### config.mk
export PLATFORM = sky130hd
export DESIGN_NAME = valve_policy_driver
export DESIGN_NICKNAME = d
export VERILOG_FILES = /design/src/rtl/valve_policy_driver.sv
export SDC_FILE = /design/constraint.sdc
export NUM_CORES = 2
export LEC_CHECK = 0
export BUFFER_PORTS_ARGS = -buffer_cell sky130_fd_sc_hd__buf_4
export CORE_UTILIZATION = 49
export DETAILED_ROUTE_END_ITERATION = 8
export SETUP_SLACK_MARGIN = 0.15
export SLEW_MARGIN = 40
export SYNTH_ARGS = -nofsm -noshare
export SYNTH_HDL_FRONTEND = slang
export SYNTH_SLANG_ARGS = --single-unit
### constraint.sdc
create_clock -name clk -period 5.2 [get_ports clk]
set_clock_uncertainty 0.15 [all_clocks]
set_input_delay 1.04 -clock clk [delete_from_list [all_inputs] [get_ports clk]]
set_output_delay 1.04 -clock clk [all_outputs]
set_load 0.1 [all_outputs]
### src/rtl/valve_policy_driver.sv
// valve_policy_driver: looks up a trained valve target for each accepted
// state address, slews valve_out toward it in bounded steps, then holds it
// for a settle period before the next address is accepted.
// Optional build macro VALVE_LIMIT_EN clamps every looked-up target to VALVE_MAX.
module valve_policy_driver #(
   parameter int unsigned ADDR_W        = 9,
   parameter int unsigned VALVE_W       = 6,
   parameter int unsigned STEP          = 2,
   parameter int unsigned SETTLE_CYCLES = 4,
   parameter int unsigned VALVE_MAX     = 48
) (
   input  logic               clk,
   input  logic               rst_n,
   input  logic [ADDR_W-1:0]  addr_in,
   input  logic               addr_valid,
   output logic               addr_ready,
   input  logic               wr_en,
   input  logic [ADDR_W-1:0]  wr_addr,
   input  logic [VALVE_W-1:0] wr_data,
   output logic [VALVE_W-1:0] valve_out,
   output logic [VALVE_W-1:0] target_out,
   output logic               busy,
   output logic               settled
);

   localparam int unsigned DEPTH = 1 << ADDR_W;
   localparam int unsigned CNT_W = (SETTLE_CYCLES > 1) ? $clog2(SETTLE_CYCLES) : 1;
   localparam logic [VALVE_W-1:0] STEP_V   = VALVE_W'(STEP);
   localparam logic [CNT_W-1:0]   CNT_LOAD = CNT_W'(SETTLE_CYCLES - 1);

   typedef enum logic [1:0] {
      S_IDLE   = 2'd0,
      S_LOOKUP = 2'd1,
      S_SLEW   = 2'd2,
      S_SETTLE = 2'd3
   } state_e;

   state_e             state_q, state_d;
   logic [ADDR_W-1:0]  addr_q, addr_d;
   logic [VALVE_W-1:0] valve_q, valve_d;
   logic [VALVE_W-1:0] target_q, target_d;
   logic [CNT_W-1:0]   cnt_q, cnt_d;
   logic               busy_q, busy_d;
   logic               settled_q, settled_d;
   logic [DEPTH-1:0]   written_q, written_d;
   logic [VALVE_W-1:0] mem_q [DEPTH];
   logic [VALVE_W-1:0] lookup_c;
   logic [VALVE_W-1:0] diff_c;

`ifdef VALVE_LIMIT_EN
   localparam logic [VALVE_W-1:0] LIMIT = VALVE_W'(VALVE_MAX);
   logic [VALVE_W-1:0] raw_c;

   // Table entry (or hold value when unwritten), clamped to the limit
   always_comb begin
      raw_c    = written_q[addr_q] ? mem_q[addr_q] : valve_q;
      lookup_c = (raw_c > LIMIT) ? LIMIT : raw_c;
   end
`else
   logic unused_valve_max;
   assign unused_valve_max = ^32'(VALVE_MAX);

   // Table entry, or hold the current valve when the entry was never written
   always_comb begin
      lookup_c = written_q[addr_q] ? mem_q[addr_q] : valve_q;
   end
`endif

   // Policy table storage; contents deliberately survive reset
   always_ff @(posedge clk) begin
      if (wr_en) begin
         mem_q[wr_addr] <= wr_data;
      end
   end

   // Per-entry written flags: set on write, cleared by reset
   always_comb begin
      written_d = written_q;
      if (wr_en) begin
         written_d[wr_addr] = 1'b1;
      end
   end

   // Distance between target and current valve drive
   always_comb begin
      diff_c = (target_q > valve_q) ? (target_q - valve_q) : (valve_q - target_q);
   end

   // Next-state and datapath updates
   always_comb begin
      state_d  = state_q;
      addr_d   = addr_q;
      valve_d  = valve_q;
      target_d = target_q;
      cnt_d    = cnt_q;
      unique case (state_q)
         S_IDLE: begin
            if (addr_valid) begin
               addr_d  = addr_in;
               state_d = S_LOOKUP;
            end
         end
         S_LOOKUP: begin
            target_d = lookup_c;
            if (lookup_c == valve_q) begin
               state_d = S_SETTLE;
               cnt_d   = CNT_LOAD;
            end else begin
               state_d = S_SLEW;
            end
         end
         S_SLEW: begin
            if (diff_c <= STEP_V) begin
               valve_d = target_q;
               state_d = S_SETTLE;
               cnt_d   = CNT_LOAD;
            end else if (target_q > valve_q) begin
               valve_d = valve_q + STEP_V;
            end else begin
               valve_d = valve_q - STEP_V;
            end
         end
         S_SETTLE: begin
            if (cnt_q == '0) begin
               state_d = S_IDLE;
            end else begin
               cnt_d = cnt_q - CNT_W'(1);
            end
         end
         default: state_d = S_IDLE;
      endcase
      busy_d    = (state_d != S_IDLE);
      settled_d = (state_d == S_SETTLE) && (cnt_d == '0);
   end

   // State and output registers
   always_ff @(posedge clk or negedge rst_n) begin
      if (!rst_n) begin
         state_q   <= S_IDLE;
         addr_q    <= '0;
         valve_q   <= '0;
         target_q  <= '0;
         cnt_q     <= '0;
         busy_q    <= 1'b0;
         settled_q <= 1'b0;
         written_q <= '0;
      end else begin
         state_q   <= state_d;
         addr_q    <= addr_d;
         valve_q   <= valve_d;
         target_q  <= target_d;
         cnt_q     <= cnt_d;
         busy_q    <= busy_d;
         settled_q <= settled_d;
         written_q <= written_d;
      end
   end

   assign addr_ready = (state_q == S_IDLE);
   assign valve_out  = valve_q;
   assign target_out = target_q;
   assign busy       = busy_q;
   assign settled    = settled_q;

endmodule

==> flow_results.org <==
** Clock tree
- Number of levels in the clock H-tree :: 5
- The clock drives 3,611 sinks.
- Clock-pin slew was measured on the worst setup and hold paths at 0.06 ns.
- CTS root buffer :: sky130_fd_sc_hd__clkbuf_16
- Number of buffers inserted during clock tree synthesis :: 375
- Clk buf depth :: 4
- Clock latency on the worst-skew pair :: 0.99 ns
- TritonCTS clock tree :: yes

** Power
- Static Leak :: 0.05838 uW
- For this design the ratio of total power to cell area is 536.4 mW/mm2.
- The worst-case IR drop observed on VDD is 0.0006074 V.

** GRT
- Overall fraction of global-route tracks in use :: 0.3174
- Total grt overflow :: 0
- The first global-routing pass estimated 642,800 um of wire.
- Entering global routing, the biggest net connects 137 pins.
- The initial antenna violation count is 23.
- The via count of the first global-routing pass is 79,198.

** Worst setup path
- Worst reg2reg path endpoint :: cnt_q[1]$_DFF_PN0_
- Startpoint Class :: register
- Data arrival time of the critical path :: 5.79 ns
- Path type of the worst setup path :: register to register
- In this run the worst setup path terminates at cnt_q[1]$_DFF_PN0_.
- STA classifies the critical path endpoint as a register.
- Of all nets on the critical path, the largest fanout is 28.
- Critical path launch point :: addr_q[3]$_DFFE_PN0P_
- Required time of the worst setup path :: 5.94 ns
- The worst register-to-register path has a depth of 16.
- The worst register-to-register path begins at addr_q[3]$_DFFE_PN0P_.
- The worst register-to-register path has a setup slack of 0.15 ns.

** STA
- The final count of pins violating max slew was 0.
- Unrepaired setup endpoints after global routing :: false
- The hold violation total from the final report was 0.
- Fin crit period :: 5.047 ns
- Timing would allow up to 198.1 MHz.
- Of the available clock period, the critical path in the final layout requires 0.9705.
- Least-Margin Pin Slew :: 0.8963 ns
- Rel. slew slack :: 0.4003
- Setup violations remaining at the end of the flow were counted as 0.

** Cells and area
- The area growth from synthesis to layout is 15.33%.
- Final #Nets :: 8,317
- Leaving out fill and tap cells, the most frequent cells in the layout are sky130_fd_sc_hd__edfxtp_1, sky130_fd_sc_hd__mux4_2, sky130_fd_sc_hd__buf_4, sky130_fd_sc_hd__nor2_1, sky130_fd_sc_hd__dfrtp_1.
- Fill cells in the final layout number 21,878.
- Total area of sequential cells :: 0.1058 mm2
- The library cell used most frequently in the layout, excluding fill and tap cells, is sky130_fd_sc_hd__edfxtp_1.
- Measured on the finished design, the core utilization comes to 0.5678.
- In the final layout, the multi-input gates occupy 0.03510 mm2.
- Layout cell share with drive strength beyond 1 :: 0.3077
- Layout Cells excl Fill :: 12,515

** Synthesis
- Number of distinct library cells after synthesis :: 83
- Async set-reset flop share out of synthesis :: 0.1493
- Post-synthesis sequential area ratio :: 0.7390
- In this run, synthesis inferred 3,072 flip-flops with an integrated enable.
- The cell area that synthesis handed to floorplanning was 0.1431 mm2.
- The number of nets handed over by synthesis was 7,669.
- Most used flip-flop cell after synthesis :: sky130_fd_sc_hd__edfxtp_1
- Total number of yosys warnings :: 0
- Average cell area after synthesis :: 18.77 um2
- After synthesis the netlist holds a flip-flop and latch count of 3,611.
- Syn Inst Count :: 7,624

** Floorplanning
- Ports placed on the boundary :: 43
- Die width :: 542.4 um
- CORE AREA :: 0.2906 mm2
- For this configuration, the core starts out at a cell density of 0.4923.
- The floorplan step defined a die boundary enclosing 0.2941 mm2.
- After floorplanning, the core was divided into 198 placement rows.
- From bottom edge to top edge, the die measures 542.4 um.

** Routing
- The first routing iteration left 10,887 violations.
- Total routed wirelength :: 466,300 um
- After detailed routing, the number of remaining DRC violations is 0.
- Via density per instance :: 6.424
- DR vias :: 80,401
- Antenna viol nets, final :: 0
- Wire length per cell after detailed routing :: 37.26 um
- The pre-antenna-repair detailed-routing pass consisted of 6 iterations.

** Placement
- In this run the tool buffered the top-level ports with 42 buffer cells.
- After legalization and detailed placement, the total HPWL measured 305,400 um.
- Final weighted congestion in routability-driven placement :: 0.9609
- Number of placed instances, taps included :: 11,778

** Status
- The flow ran to the end, and the final reports show no timing, DRC or antenna violations.

** Flow run
- Across the run, the number of max-cap violations was 0.

** Hold path
- In this run the worst hold path is classified as input pin to register.
==> synthesized netlist by cell type (all sizes together) (14+ instances only) <==
cell type | n | area share
o221ai | 23 | 0.0014
mux4 | 724 | 0.11
a221oi | 22 | 0.0013
o21ai | 67 | 0.0023
clkbuf | 164 | 0.0043
a22o | 16 | 0.00098
nor2b | 30 | 0.0013
and2 | 22 | 0.00096
mux2i | 518 | 0.036
nor2 | 621 | 0.016
a211oi | 27 | 0.0014
dfrtp | 539 | 0.094
edfxtp | 3072 | 0.64
ha | 14 | 0.0012
o22ai | 72 | 0.0032
a22oi | 182 | 0.0095
nand2 | 230 | 0.0060
mux2 | 31 | 0.0024
buf | 275 | 0.014
nand3 | 79 | 0.0028
inv | 21 | 0.00055
nand4 | 21 | 0.00092
nor3 | 29 | 0.0010
a31oi | 25 | 0.0011
or2 | 517 | 0.023
a21oi | 102 | 0.0036
==> routing by layer <==
metal  wire [um]  share of wire  GRT usage
met1      177800           0.38     0.4335
met2      214900           0.46     0.4879
met3       46990           0.10    0.06699
met4       26320          0.056     0.1543
met5         224        0.00048          0
==> repair_timing <==
item,CTS,global route
hold buffers,1,0
gates cloned,0,1
gates resized for setup,1,8
buffers inserted,9,4
endpoints found under the setup margin,3,3
endpoints found under the hold margin,32,0
==> how the worst min path moves through the flow <==
stage	start	to	slack, ns	cells past startpoint
2_1_floorplan	written_q[437]$_DFFE_PN0P_	written_q[437]$_DFFE_PN0P_	0.28	1
3_3_place_gp	written_q[438]$_DFFE_PN0P_	written_q[438]$_DFFE_PN0P_	0.29	1
3_5_place_dp	written_q[290]$_DFFE_PN0P_	written_q[290]$_DFFE_PN0P_	0.30	1
4_1_cts	addr_in[4]	addr_q[4]$_DFFE_PN0P_	0.16	3
5_1_grt	addr_in[7]	addr_q[7]$_DFFE_PN0P_	0.19	2
6_report	addr_in[4]	addr_q[4]$_DFFE_PN0P_	0.18	3
==> critical path, stage by stage (launching register included) <==
cell,delay (ns)
sky130_fd_sc_hd__dfrtp_4,0.79
sky130_fd_sc_hd__buf_4,0.34
sky130_fd_sc_hd__nor2_4,0.08
sky130_fd_sc_hd__buf_12,0.19
sky130_fd_sc_hd__buf_4,0.20
sky130_fd_sc_hd__a22oi_1,0.27
sky130_fd_sc_hd__and3_1,0.30
sky130_fd_sc_hd__a211oi_1,0.09
sky130_fd_sc_hd__a22oi_1,0.51
sky130_fd_sc_hd__buf_4,0.26
sky130_fd_sc_hd__o41ai_2,0.09
sky130_fd_sc_hd__buf_2,0.20
sky130_fd_sc_hd__or4_4,0.47
sky130_fd_sc_hd__xnor2_1,0.17
sky130_fd_sc_hd__o211ai_1,0.12
sky130_fd_sc_hd__or4_4,0.57
sky130_fd_sc_hd__nand3_1,0.10
==> area by class of cell <==
type	instances	area share
Sequential cell	3611	0.6409
Multi-Input combinational cell	3551	0.2127
Clock buffer	514	0.06353
Timing Repair Buffer	710	0.04035
Tap cell	3900	0.02957
Clock inverter	189	0.01200
Inverter	23	0.0006066
Antenna cell	17	0.0002578
==> report_power, final <==
group | internal [uW] | total (uW) | switching [uW]
Clock | 15700 | 27300 | 11600
Combinational | 10600 | 28900 | 18300
Sequential | 31800 | 32300 | 517
Total | 58100 | 88500 | 30400
==> stage by stage <==
stage	setup WS, ns	setup TNS (ns)	hold WS (ns)	total power (uW)	area (um2)
floorplan	0.9011	0	0.2800	48100	143100
global placement	-0.7632	-2.506	0.2938	60860	152000
detailed placement	-0.1246	-0.3499	0.2970	61050	152200
CTS	0.1846	0	0.1620	88130	164800
global route	0.1720	0	0.1895	90220	165000
finish	0.1532	0	0.1840	88520	165000
==> cell families (layout without fill, tap and decap cells) <==
family,count (synthesis),count (layout),share of synthesized area
flip-flops,3611,3611,0.7390
AND/OR/NAND/NOR,1613,1613,0.05514
multiplexers,1273,1273,0.1532
AO/OA/AOI/OAI,634,634,0.03091
buffers and inverters,462,1436,0.01923
adder cells (fa/ha/maj),17,17,0.001644
XOR/XNOR,14,14,0.0008570
other,0,17,0
==> registers in the layout, summed over array words and instances, names as in the netlist <==
name,count
busy,1
state_q,2
mem_q,3072
written_q,512
target_out,6
addr_q,9
settled,1
valve_out,6
cnt_q,2
(Power assumes the default switching activity.)
